<file path="src/rtl/usb_tx_pkg.sv">
// usb_tx_pkg: shared types and constants for the USB transmit bit path
package usb_tx_pkg;
  typedef enum logic [1:0] {TX_IDLE, TX_SHIFT, TX_STUFF} tx_state_t;
  localparam int STUFF_LIMIT_DEF = 6;
  localparam int BYTE_W = 8;
endpackage

</file>
<file path="src/rtl/piso_tx_serializer.sv">
// piso_tx_serializer: MSB-first byte serializer with one-entry holding register and optional bit stuffing
module piso_tx_serializer
  import usb_tx_pkg::*;
#(
  parameter bit STUFF_EN    = 1'b1,
  parameter int STUFF_LIMIT = STUFF_LIMIT_DEF
) (
  input  logic              CLK,
  input  logic              nRST,
  input  logic              shift_enable,
  input  logic [BYTE_W-1:0] data_in,
  input  logic              data_last,
  input  logic              data_valid,
  output logic              data_ready,
  output logic              serial_out,
  output logic              tx_active,
  output logic              byte_done,
  output logic              done,
  output logic              underrun
);
  localparam logic [2:0] LIM = STUFF_LIMIT[2:0];
  tx_state_t state, state_n;
  logic              hold_valid, hold_last, hold_take;
  logic [BYTE_W-1:0] hold_data, shifter, shifter_n;
  logic              cur_last, cur_last_n, done_pending, done_pending_n, stuff;
  logic [2:0]        bit_cnt, bit_cnt_n, ones_cnt, ones_cnt_n, ones_inc;
  assign data_ready = !hold_valid;
  assign tx_active  = state != TX_IDLE;
  assign serial_out = state == TX_SHIFT ? shifter[BYTE_W-1] : state != TX_STUFF;
  assign ones_inc   = shifter[BYTE_W-1] ? ones_cnt + 3'd1 : 3'd0;
  assign stuff      = STUFF_EN && ones_inc == LIM;
  always_comb begin
    state_n        = state;
    shifter_n      = shifter;
    cur_last_n     = cur_last;
    bit_cnt_n      = bit_cnt;
    ones_cnt_n     = ones_cnt;
    done_pending_n = done_pending;
    hold_take      = 1'b0;
    byte_done      = 1'b0;
    done           = 1'b0;
    underrun       = 1'b0;
    case (state)
      TX_IDLE: if (hold_valid) begin
        state_n        = TX_SHIFT;
        shifter_n      = hold_data;
        cur_last_n     = hold_last;
        hold_take      = 1'b1;
        bit_cnt_n      = 3'd0;
        ones_cnt_n     = 3'd0;
        done_pending_n = 1'b0;
      end
      TX_SHIFT: if (shift_enable) begin
        shifter_n  = {shifter[BYTE_W-2:0], 1'b0};
        bit_cnt_n  = bit_cnt + 3'd1;
        ones_cnt_n = ones_inc;
        state_n    = stuff ? TX_STUFF : TX_SHIFT;
        if (bit_cnt == 3'd7) begin
          byte_done = 1'b1;
          if (cur_last) begin
            // a trailing stuff bit still belongs to the packet, so done waits for it
            done_pending_n = stuff;
            done           = !stuff;
            state_n        = stuff ? TX_STUFF : TX_IDLE;
          end else if (hold_valid) begin
            shifter_n  = hold_data;
            cur_last_n = hold_last;
            hold_take  = 1'b1;
          end else begin
            underrun = 1'b1;
            state_n  = TX_IDLE;
          end
        end
      end
      TX_STUFF: if (shift_enable) begin
        ones_cnt_n     = 3'd0;
        done           = done_pending;
        done_pending_n = 1'b0;
        state_n        = done_pending ? TX_IDLE : TX_SHIFT;
      end
      default: state_n = TX_IDLE;
    endcase
  end
  always_ff @(posedge CLK or negedge nRST)
    if (!nRST) begin
      state        <= TX_IDLE;
      hold_valid   <= 1'b0;
      hold_last    <= 1'b0;
      hold_data    <= '0;
      shifter      <= '0;
      cur_last     <= 1'b0;
      bit_cnt      <= 3'd0;
      ones_cnt     <= 3'd0;
      done_pending <= 1'b0;
    end else begin
      state        <= state_n;
      shifter      <= shifter_n;
      cur_last     <= cur_last_n;
      bit_cnt      <= bit_cnt_n;
      ones_cnt     <= ones_cnt_n;
      done_pending <= done_pending_n;
      if (data_valid && !hold_valid) begin
        hold_valid <= 1'b1;
        hold_last  <= data_last;
        hold_data  <= data_in;
      end else if (hold_take) hold_valid <= 1'b0;
    end
endmodule
</file>
<file path="config.mk">
export PLATFORM = sky130hd
export DESIGN_NAME = piso_tx_serializer
export DESIGN_NICKNAME = d
export VERILOG_FILES = /design/src/rtl/usb_tx_pkg.sv /design/src/rtl/piso_tx_serializer.sv
export SDC_FILE = /design/constraint.sdc
export NUM_CORES = 1
export LEC_CHECK = 0
export ABC_AREA = 0
export CORE_MARGIN = 1.5
export CORE_UTILIZATION = 50
export CTS_CLUSTER_DIAMETER = 150
export CTS_CLUSTER_SIZE = 20
export DETAILED_ROUTE_END_ITERATION = 12
export DONT_BUFFER_PORTS = 1
export SLEW_MARGIN = 20
export SYNTH_ARGS = -nofsm -noshare
export SYNTH_HDL_FRONTEND = slang
export SYNTH_SLANG_ARGS = --single-unit
</file>
<file path="constraint.sdc">
create_clock -name CLK -period 2.1 [get_ports CLK]
set_input_delay 0.525 -clock CLK [delete_from_list [all_inputs] [get_ports CLK]]
set_output_delay 0.525 -clock CLK [all_outputs]
set_load 0.02 [all_outputs]
</file>
After elaboration in Yosys (flattened, before gate mapping). Index checks and enable logic that the tools add are counted.

Word-level logic and storage cells: 90. Input bits: 13. Output and inout bits: 6. Flip-flop bits (word level): 28.

Reductions and logical operators: 13. Equality and inequality tests: 10. $add $sub $neg: 2. Muxes and demuxes: 56.

Operators with widths (count): $mux W8 (5); $mux W1 (30); $mux W2 (8); $pmux W8 S2 (1); $mux W3 (5); $ne A2 B2 Y1 const B (5); $pmux W3 S3 (1); $reduce_and A4 Y1 (2); $add A3 B1 Y3 const B (2); $eq A3 B3 Y1 const B (2); $pmux W1 S2 (3); $pmux W2 S3 (1); $pmux W3 S2 (1); $reduce_and A3 Y1 (2); $reduce_and A6 Y1 (1); $reduce_bool A2 Y1 (3); $pmux W1 S3 (1); $reduce_bool A3 Y1 (1); $eq A2 B1 Y1 const B (1); $eq A2 B2 Y1 const B (1); $logic_not A1 Y1 (2); $logic_not A2 Y1 (1); $ne A2 B1 Y1 const B (1); $logic_and A1 B1 Y1 (1).

Depth between registers and ports, before layout. Gate-level depths: netlist (run 1).

Depth after elaboration: 9. Depth in mapped cells: 7. Gate-level depth less buffers: 6.

Worst setup path after synthesis (run 1). OpenSTA, ideal clock, no wires.

Path kind: register to output. From: register state[1]. To: output port serial_out. Arrival: 1457 ps. Slack: 118 ps. Cell stages (with the launch flop): 6. Path buffers: 2. Data required time: 1575 ps. Path through: dfrtp_1 > inv_1 > ha_1 > buf_2 > buf_2 > o21ai_0.

Longest elaborated chain between the ends: 2. Elaborated cells between the ends (all ways): 3. Those cells by class: 2 x eq/ne; 1 x mux.

Ends and longest elaborated chain: from (decl) (RTL line piso_tx_serializer.sv:22) `tx_state_t state, state_n;`; from (signal assigned) (RTL line piso_tx_serializer.sv:96) `state <= state_n;`; $ne A2 B2 Y1 or $eq A2 B1 Y1 (tied branches) (RTL line piso_tx_serializer.sv:29) `assign serial_out = state == TX_SHIFT ? shifter[BYTE_W-1] : state != TX_STUFF;`; $mux W1 (*) (RTL line piso_tx_serializer.sv:29); to (decl) (RTL line piso_tx_serializer.sv:15) `output logic serial_out,`.

Every way passes the cells marked *; elsewhere a longest branch is shown, timed or not.

Final worst setup path (run 1).
From: register ones_cnt[1]. To: output port done.

Longest elaborated chain between the ends: 8.

Ends and longest elaborated chain: from (decl) (RTL line piso_tx_serializer.sv:26) `logic [2:0] bit_cnt, bit_cnt_n, ones_cnt, ones_cnt_n, ones_inc;`; from (signal assigned) (RTL line piso_tx_serializer.sv:100) `ones_cnt <= ones_cnt_n;`; $add A3 B1 Y3 (RTL line piso_tx_serializer.sv:30) `assign ones_inc = shifter[BYTE_W-1] ? ones_cnt + 3'd1 : 3'd0;`; $mux W3 (RTL line piso_tx_serializer.sv:30); $eq A3 B3 Y1 (RTL line piso_tx_serializer.sv:31) `assign stuff = STUFF_EN && ones_inc == LIM;`; $logic_not A1 Y1 (RTL line piso_tx_serializer.sv:63) `done = !stuff;`; $mux W1 (RTL line piso_tx_serializer.sv:60) `if (cur_last) begin`; $mux W1 (RTL line piso_tx_serializer.sv:58) `if (bit_cnt == 3'd7) begin`; $mux W1 (RTL line piso_tx_serializer.sv:53) `TX_SHIFT: if (shift_enable) begin`; $pmux W1 S2 (RTL line piso_tx_serializer.sv:43) `case (state)`; to (decl) (RTL line piso_tx_serializer.sv:18) `output logic done,`.

No other way between the ends.

==> results of run 1 <==
state kept, by name (all words and copies together), names as in the netlist:
register / cells
hold_data: 8
shifter: 8
bit_cnt: 3
ones_cnt: 3
state: 2
cur_last: 1
done_pending: 1
hold_last: 1
hold_valid: 1
where the power goes:
part	total, uW	switching (uW)	internal (uW)
Clock	216	149	67.2
Sequential	971	191	780
Combinational	1230	638	589
how the worst min path moves through the flow:
stage / startpoint / to / slack (ps) / cells after the start
after floorplan: nRST / bit_cnt[0]$_DFFE_PN0P_ / 230 / 0
after CTS: data_in[7] / hold_data[7]$_DFFE_PN0P_ / 330 / 1
after global routing: data_in[4] / hold_data[4]$_DFFE_PN0P_ / 310 / 1
after global placement: nRST / bit_cnt[0]$_DFFE_PN0P_ / 230 / 0
after detailed placement: nRST / bit_cnt[0]$_DFFE_PN0P_ / 230 / 0
final: data_in[7] / hold_data[7]$_DFFE_PN0P_ / 340 / 1
per-stage QoR:
stage / TNS (ps) / utilization [%] / total power (uW) / setup slack [ps] / area (um2)
floorplan: 0 / - / 1830 / 118 / 1510
global placement: 0 / 55.8 / 2030 / 191 / 1560
detailed placement: 0 / 55.8 / 2070 / 143 / 1560
CTS: -2.10 / 59.6 / 2360 / -2.10 / 1670
global route: -83.8 / 61.5 / 2620 / -83.8 / 1720
finish: 0 / 61.5 / 2410 / 0.873 / 1720
critical path, cell delays in order, from the launching register on:
cell and delay [ps]:
dfrtp_1 420, ha_2 200, xor2_1 180, nand4_1 160, a22oi_2 200, nor2_4 90
routing by layer:
| layer | up-vias | GRT usage, % |
|---|---|---|
| met5 | - | 0 |
| met4 | 0 | 6.98 |
| met3 | 4 | 3.35 |
| met2 | 14 | 30.4 |
| met1 | 528 | 25.2 |
| li1 | 549 | - |
layout make-up:
cell class	instances	area (um2)	area share, %
timing repair buffer	16	135	7.84
tap	31	38.8	2.25
inverter	8	30.0	1.74
clock buffer	3	22.5	1.31
sequential	28	702	40.7
multi-input combinational	105	796	46.2
placed cells by master, fill, tap and decap left out, types with 2 or more instances in the layout:
cell type / Yosys / routed
mux2_2: 9 / 9
mux2i_1: 9 / 9
clkbuf_4: 0 / 3
inv_1: 8 / 7
o21a_1: 2 / 2
a22oi_1: 3 / 2
nand2b_1: 3 / 3
nand3_1: 8 / 8
o21ai_0: 12 / 12
a21oi_1: 8 / 8
nor2b_1: 2 / 2
buf_4: 2 / 14
ha_4: 0 / 2
nand2_1: 10 / 9
ha_2: 0 / 2
ha_1: 7 / 3
nor2_1: 11 / 10
dfrtp_1: 28 / 27
nor2_4: 1 / 2
cell families (layout without fill, tap and decap cells):
kind of cell,after synthesis,count (layout),synth area share (%)
adders and majority gates,7,7,5.78
muxes,18,18,12.6
DFF,28,28,46.3
and+or+nand+nor,43,43,14.1
buffers and inverters,14,27,4.21
xor gates and xnor gates,1,1,0.579
AOI/OAI and AO/OA,36,36,16.4
timing repair:
action / CTS / global route
pin swaps: 2 / 4
hold endpoints to repair: 28 / 0
hold buffers: 2 / 0
buffers inserted: 3 / 5
gates resized for setup: 8 / 5
endpoints found under the setup margin: 4 / 3
==> flow_metrics.env, run 1 <==
export IMPL_endpoint_kind="output pin"
export IMPL_route_antenna_remaining_nets=0
export IMPL_hold_path_class="in2reg"
export IMPL_worst_setup_hold_path_clk_slew_ps=140
export IMPL_cellLeakagePower_uw=0.000762
export IMPL_syn_num_nets=167
export IMPL_power_ir_vdd_worst_mv=0.636
export IMPL_r2r_start="ones_cnt[1]$_DFFE_PN0P_"
export IMPL_finalNetCount=182
export IMPL_timing_final_setup_violations=0
export IMPL_crit_path_start="ones_cnt[1]$_DFFE_PN0P_"
export IMPL_grt_setup_unrepaired="true"
export IMPL_clock_sink_count=28
export IMPL_final_instance_count_excl_fill=191
export IMPL_timing_reg2reg_worst_path_depth=7
export IMPL_dp_cells=178
export IMPL_ys_async_sr_fraction_pct=100
export IMPL_synth_seq_area_share_pct=46.3
export IMPL_syn2layout_area_growth_pct=13.9
export IMPL_fill_cells=237
export IMPL_slew_headroom_pct=71.1
export IMPL_worst_setup_path_type="reg2out"
export IMPL_ys_flop_type="dfrtp_1"
export IMPL_post_synth_instance_area_mm2=0.00151
export IMPL_synth_top_cell_by_area="dfrtp_1"
export IMPL_finClkSkew_ps=5.92
export IMPL_grt_max_degree=29
export IMPL_period_minus_slack_ps=2100
export IMPL_clkLatencyLatePin_ps=320
export IMPL_worstSetupStartpointType="register"
export IMPL_synthesis_instances=147
export IMPL_antenna_found_initial=0
export IMPL_synth_seq_cells=28
export IMPL_floorplan_die_area_mm2=0.00337
export IMPL_finalCritPeriodShare_pct=100
export IMPL_cts_buffers=3
export IMPL_timing_rr_end="state[1]$_DFFE_PN0P_"
export IMPL_global_route_total_usage_across_every_layer_pct=18.7
export IMPL_met2_wire_length_um=1410
export IMPL_grt_overflow_total=0
export IMPL_capture_point_of_the_worst_path="done"
export IMPL_synth_distinct_cells=38
export IMPL_drt_drc_violations_left=0
export IMPL_r2r_setup_slk_ps=280
export IMPL_synth_edff_count=0
export IMPL_num_vias=1095
export IMPL_timing_hold_ws_ps=340
export IMPL_core_area_mm2=0.00281
export IMPL_layout_drive_gt1_share_pct=26.3
export IMPL_numPortBuffers=0
export IMPL_cp_arrival_ps=1570
export IMPL_initialDrtViolationCount=45
export IMPL_timing_hold_violations_final=0
export IMPL_timing_fmax_mhz=476
export IMPL_worst_path_max_fanout=3
export IMPL_cts_htree_levels=1
export IMPL_clockBufferDepth=2
export IMPL_wirelength_met1_um=1330
export IMPL_fp_dieH_um=58.0
export IMPL_top_level_ports=19
export IMPL_first_global_vias=1043
export IMPL_syn_area_per_cell_um2=10.3
export IMPL_wirelength_um=2880
export IMPL_leading_post_synthesis_cells_by_cell_area="dfrtp_1 46%, mux2_2 6.7%, mux2i_1 6.0%"
export IMPL_worst_endpoint_required_ps=1570
export IMPL_detailed_routing_iterations_pass_1=6
export IMPL_drv_cap=0
export IMPL_rows=19
export IMPL_power_density_cell_area_mw_per_mm2=1400
export IMPL_worst_margin_pin_slew_ps=429
export IMPL_yosysWarningCount=0
export IMPL_outcome="completed"
export IMPL_synth_largest_type_area_fraction_pct=46.3
export IMPL_diodes=0
export IMPL_routabilityCongestion=0.824
export IMPL_cts_tree="yes"
export IMPL_place_hpwl_um=1990
export IMPL_ctsRootBufferMaster="clkbuf_4"
export IMPL_yosys_cell_count_top_type="dfrtp_1"
export IMPL_wl_met3_um=98
export IMPL_timing_final_max_slew_violations=0
export IMPL_initial_core_util_pct=54.0
export IMPL_post_synth_most_frequent_cells="28 x dfrtp_1, 12 x o21ai_0, 11 x nor2_1"
export IMPL_max_layer_used="met4"
export IMPL_grt_first_pass_wirelength_um=4800
export IMPL_route_detailed_vias_per_inst=5.73
export IMPL_route_detailed_wl_per_inst_um=15.1
export IMPL_dieWidth_um=58.0
(Power assumes the default switching activity.)
==> run 2: changes to the inputs <==
--- a/config.mk
+++ b/config.mk
@@ -7,11 +7,12 @@
 export LEC_CHECK = 0
 export ABC_AREA = 0
 export CORE_MARGIN = 1.5
-export CORE_UTILIZATION = 50
+export CORE_UTILIZATION = 45
 export CTS_CLUSTER_DIAMETER = 150
 export CTS_CLUSTER_SIZE = 20
 export DETAILED_ROUTE_END_ITERATION = 12
 export DONT_BUFFER_PORTS = 1
+export SKIP_CTS_REPAIR_TIMING = 1
 export SLEW_MARGIN = 20
 export SYNTH_ARGS = -nofsm -noshare
 export SYNTH_HDL_FRONTEND = slang
==> flow_metrics.env, run 2 (synthesis results as in run 1) <==
export IMPL_worstPathCellList="ha_2 > xor2_1 > nand4_1 > a22oi_1 > nor2_1 > buf_4"
export IMPL_finalCritPeriodShare_pct=102
export IMPL_cp_buffers_inverters=1
export IMPL_layout_cells_most_common="dfrtp_1"
export IMPL_floorplan_die_area_mm2=0.00372
export IMPL_drt_drc_violations_left=0
export IMPL_worst_setup_hold_path_clk_slew_ps=140
export IMPL_timing_hold_violations_final=0
export IMPL_endpoint_kind="output pin"
export IMPL_rows=20
export IMPL_grt_setup_unrepaired="true"
export IMPL_failed_checks="negative setup slack"
export IMPL_groute_layer_met2_usage_pct=27.6
export IMPL_power_ir_vdd_worst_mv=0.612
export IMPL_commonest_non_fill_non_tap_cells_in_the_layout="27 x dfrtp_1, 12 x o21ai_0, 11 x buf_4"
export IMPL_routabilityCongestion=0.844
export IMPL_initial_core_util_pct=48.4
export IMPL_clkLatencyLatePin_ps=320
export IMPL_route_detailed_wl_per_inst_um=13.8
export IMPL_dp_cells=191
export IMPL_worstSetupStartpointType="register"
export IMPL_top_level_ports=19
export IMPL_power_density_cell_area_mw_per_mm2=1380
export IMPL_place_hpwl_um=1940
export IMPL_finalNetCount=180
export IMPL_first_global_vias=1017
export IMPL_grt_max_degree=29
export IMPL_postLayoutCoreUtil_pct=55.8
export IMPL_sum_of_internal_switching_and_leakage_power_uw=2400
export IMPL_timing_final_max_slew_violations=0
export IMPL_dpl_worst_slack_ps=204
export IMPL_cp_arrival_ps=1620
export IMPL_outcome="finished with violations"
export IMPL_grt_most_used_layer="met2"
export IMPL_period_minus_slack_ps=2140
export IMPL_detailed_routing_iterations_pass_1=4
export IMPL_layout_drive_gt1_share_pct=25.2
export IMPL_critPathMaxStageDelay_ps=430
export IMPL_worst_endpoint_required_ps=1570
export IMPL_cellLeakagePower_uw=0.000766
export IMPL_cts_htree_levels=1
export IMPL_core_area_mm2=0.00313
export IMPL_diodes=0
export IMPL_ctsRootBufferMaster="clkbuf_4"
export IMPL_fp_dieH_um=61
export IMPL_grt_first_pass_wirelength_um=4650
export IMPL_num_vias=1076
export IMPL_route_antenna_remaining_nets=0
export IMPL_cts_buffers=3
export IMPL_fill_cells=288
export IMPL_worst_margin_pin_slew_ps=381
export IMPL_clockBufferDepth=2
export IMPL_antenna_found_initial=0
export IMPL_design_area_mm2=0.00174
export IMPL_wirelength_um=2800
export IMPL_syn2layout_area_growth_pct=15.2
export IMPL_final_instance_count_excl_fill=203
export IMPL_global_route_total_usage_across_every_layer_pct=16.7
export IMPL_cts_tree="yes"
export IMPL_clock_sink_count=28
export IMPL_worst_path_max_fanout=3
export IMPL_grtUsageMet3_pct=2.56
export IMPL_route_detailed_vias_per_inst=5.30
export IMPL_finClkSkew_ps=2.16
export IMPL_initialDrtViolationCount=79
export IMPL_numPortBuffers=0
export IMPL_crit_path_top_delay_cell="dfrtp_1"
export IMPL_drv_cap=0
export IMPL_hold_path_class="in2reg"
export IMPL_timing_final_setup_violations=1
export IMPL_gr_usage_met1_pct=22.4
export IMPL_fin_ws_ps=-41.7
export IMPL_slew_headroom_pct=74.3
export IMPL_grt_overflow_total=0
export IMPL_critical_path_top_delay_family="flip-flops"
export IMPL_dieWidth_um=61
export IMPL_timing_fmax_mhz=467
export IMPL_worst_setup_path_type="reg2out"
export IMPL_reg_top3="hold_data: 8 flops, shifter: 8 flops"
export IMPL_dpl_instance_area_mm2=0.00158
==> run 2: changes by cell type in the layout (fill, tap and decap cells not counted), sizes merged <==
cell    previous run  this run
clkbuf             3         4
buf               15        13
==> run 2: worst paths after layout <==
kind | from | end | slack (ps) | depth (start not counted)
setup / recovery | ones_cnt[0]$_DFFE_PN0P_ | done | -40 | 6
hold / removal | data_in[3] | hold_data[3]$_DFFE_PN0P_ | 340 | 1
setup reg to reg | state[1]$_DFFE_PN0P_ | cur_last$_DFFE_PN0P_ | 310 | 5
hold reg to reg | ones_cnt[1]$_DFFE_PN0P_ | ones_cnt[1]$_DFFE_PN0P_ | 520 | 2
max in group asynchronous | nRST | state[0]$_DFFE_PN0P_ | 1320 | 2
min in group asynchronous | nRST | bit_cnt[2]$_DFFE_PN0P_ | 620 | 2
==> run 2: area by class of cell <==
cell class | instances | area [um2] | area share [%]
clock buffer | 4 | 36.3 | 2.08
tap | 44 | 55.1 | 3.16
inverter | 8 | 30.0 | 1.72
sequential | 28 | 702 | 40.2
multi-input combinational | 105 | 797 | 45.7
timing repair buffer | 14 | 124 | 7.10
==> run 2: routing by layer <==
| metal | up-vias | share of wire [%] | wire, um |
|---|---|---|---|
| met4 | 0 | 0 | 0 |
| met2 | 15 | 49 | 1380 |
| li1 | 545 | - | - |
| met5 | - | 0 | 0 |
| met1 | 516 | 47 | 1330 |
| met3 | 0 | 3.2 | 90 |
==> run 2: stage by stage <==
step	hold slack [ps]	setup TNS [ps]
after floorplan	229	0
after global placement	230	0
after detailed placement	230	0
after CTS	-151	-409
after global routing	307	-236
final	342	-41.7
==> run 2: worst register-to-register path, delay by kind of cell, from the launching register on <==
family / cells / cell delay, ps
adder cells (fa/ha/maj): 1 / 350
AND/OR/NAND/NOR: 1 / 350
buffers and inverters: 2 / 350
AO/OA/AOI/OAI: 1 / 210
flip-flops: 1 / 440
==> run 2: power by group <==
part	leakage (uW)	internal [uW]	switching, uW
sequential	0.000335	780	193
combinational	0.000410	550	621
clock	0.0000210	106	151
total	0.000766	1440	965
==> run 3: changes to the inputs <==
==> constraint.sdc (replaced) <==
create_clock -name CLK -period 1.72 [get_ports CLK]
set_input_delay 0.43 -clock CLK [delete_from_list [all_inputs] [get_ports CLK]]
set_output_delay 0.43 -clock CLK [all_outputs]
set_load 0.02 [all_outputs]
==> flow_metrics.env, run 3 (synthesis results as in run 1) <==
export IMPL_failed_checks="negative setup slack"
export IMPL_switching_share_pct=39.5
export IMPL_worst_setup_hold_path_clk_slew_ps=140
export IMPL_route_antenna_remaining_nets=0
export IMPL_initialDrtViolationCount=66
export IMPL_floorplan_die_area_mm2=0.00372
export IMPL_antenna_found_initial=0
export IMPL_reg_top3="hold_data: 8 flops, shifter: 8 flops"
export IMPL_timing_rr_end="cur_last$_DFFE_PN0P_"
export IMPL_syn2layout_area_growth_pct=22.7
export IMPL_cts_htree_levels=1
export IMPL_first_global_vias=1144
export IMPL_power_density_cell_area_mw_per_mm2=1700
export IMPL_internal_power_uw=1910
export IMPL_grt_max_degree=29
export IMPL_wirelength_um=3080
export IMPL_finalCritPeriodShare_pct=118
export IMPL_finClkSkew_ps=3.04
export IMPL_layout_cells_most_common="dfrtp_1"
export IMPL_grt_overflow_total=0
export IMPL_worst_setup_path_type="reg2out"
export IMPL_num_vias=1154
export IMPL_period_minus_slack_ps=2020
export IMPL_whs_path_depth=1
export IMPL_dp_cells=201
export IMPL_fin_ws_ps=-303
export IMPL_timing_final_max_slew_violations=0
export IMPL_switchingPower_uw=1250
export IMPL_initial_core_util_pct=48.4
export IMPL_layout_drive_gt1_share_pct=32.9
export IMPL_drt_drc_violations_left=0
export IMPL_cp_arrival_ps=1590
export IMPL_numPortBuffers=0
export IMPL_cts_tree="yes"
export IMPL_clkPwrFrac_pct=8.2
export IMPL_comb_power_share_pct=54.5
export IMPL_cellLeakagePower_uw=0.000814
export IMPL_multiInputGateArea_um2=821
export IMPL_timing_reg2reg_worst_path_depth=6
export IMPL_worstHoldStart="data_in[2]"
export IMPL_route_detailed_wl_per_inst_um=14.4
export IMPL_routabilityCongestion=0.833
export IMPL_hold_path_class="in2reg"
export IMPL_worst_margin_pin_slew_ps=390
export IMPL_timing_hold_violations_final=0
export IMPL_worst_path_max_fanout=3
export IMPL_seq_power_share_pct=37.3
export IMPL_place_hpwl_um=2120
export IMPL_worstSetupStartpointType="register"
export IMPL_ctsRootBufferMaster="clkbuf_4"
export IMPL_global_route_total_usage_across_every_layer_pct=18.0
export IMPL_diodes=0
export IMPL_clock_sink_count=28
export IMPL_grt_first_pass_wirelength_um=4980
export IMPL_clockBufferDepth=2
export IMPL_sum_of_internal_switching_and_leakage_power_uw=3160
export IMPL_final_instance_count_excl_fill=214
export IMPL_slew_headroom_pct=73.7
export IMPL_capture_point_of_the_worst_path="done"
export IMPL_fill_cells=278
export IMPL_timing_final_setup_violations=4
export IMPL_ff_latch_area_um2=702
export IMPL_route_detailed_vias_per_inst=5.39
export IMPL_r2r_setup_slk_ps=100
export IMPL_timing_fmax_mhz=494
export IMPL_crit_path_start="ones_cnt[1]$_DFFE_PN0P_"
export IMPL_endpoint_kind="output pin"
export IMPL_core_area_mm2=0.00313
export IMPL_grt_setup_unrepaired="true"
export IMPL_power_ir_vdd_worst_mv=0.727
export IMPL_clkLatencyLatePin_ps=310
export IMPL_r2r_start="state[1]$_DFFE_PN0P_"
export IMPL_cts_buffers=3
export IMPL_drv_cap=0
export IMPL_commonest_non_fill_non_tap_cells_in_the_layout="27 x dfrtp_1, 20 x buf_4, 11 x nor2_1, 11 x o21ai_0, 10 x nand2_1"
export IMPL_setup_tns_ps=-573
export IMPL_detailed_routing_iterations_pass_1=4
export IMPL_dieWidth_um=61
export IMPL_fp_dieH_um=61
export IMPL_top_level_ports=19
export IMPL_worst_endpoint_required_ps=1290
export IMPL_rows=20
export IMPL_finalNetCount=192
export IMPL_outcome="finished with violations"
[run 3: worst min-delay path by stage]
stage,endpoint
final,hold_data[2]$_DFFE_PN0P_
after CTS,state[1]$_DFFE_PN0P_
after global placement,state[0]$_DFFE_PN0P_
after detailed placement,state[1]$_DFFE_PN0P_
after floorplan,bit_cnt[0]$_DFFE_PN0P_
after global routing,hold_data[7]$_DFFE_PN0P_
[run 3: routing by layer]
metal / up-vias / wire length (um) / share of wire [%] / global-route usage (%)
li1: 567 / - / - / -
met1: 559 / 1320 / 43 / 21.1
met2: 20 / 1560 / 51 / 32.7
met3: 8 / 144 / 4.7 / 4.48
met4: 0 / 55 / 1.8 / 4.97
met5: - / 0 / 0 / 0
[run 3: cell type report]
type                       count  share of cell area (%)
sequential                    28                    37.8
multi-input combinational    105                    44.2
clock buffer                   3                    1.21
inverter                       8                    1.75
tap                           44                    2.96
timing repair buffer          26                    12.1
[run 3: power groups by stage]
stage                     Sequential [uW]  Clock [uW]  Combinational, uW
after floorplan                      1110           0               1140
after global placement               1170           0               1410
after detailed placement             1180           0               1460
after CTS                            1160         266               1470
after global routing                 1220         310               1930
final                                1180         258               1730
[run 3: metrics by stage]
step | util (%) | instance area (um2) | setup WS (ps) | hold slack, ps
floorplan | - | 1520 | -12.2 | 134
global placement | 53.1 | 1660 | 36.4 | 135
detailed placement | 53.1 | 1660 | 16.0 | 135
CTS | 53.8 | 1680 | -354 | -220
global route | 59.4 | 1860 | -441 | 216
finish | 59.4 | 1860 | -303 | 256
[run 3: worst max-delay path: stages (launching register included)]
cell,delay [ps]
dfrtp_1,410
ha_2,200
xor2_1,160
nand4_1,140
a22oi_2,170
nor2_1,50
buf_4,150
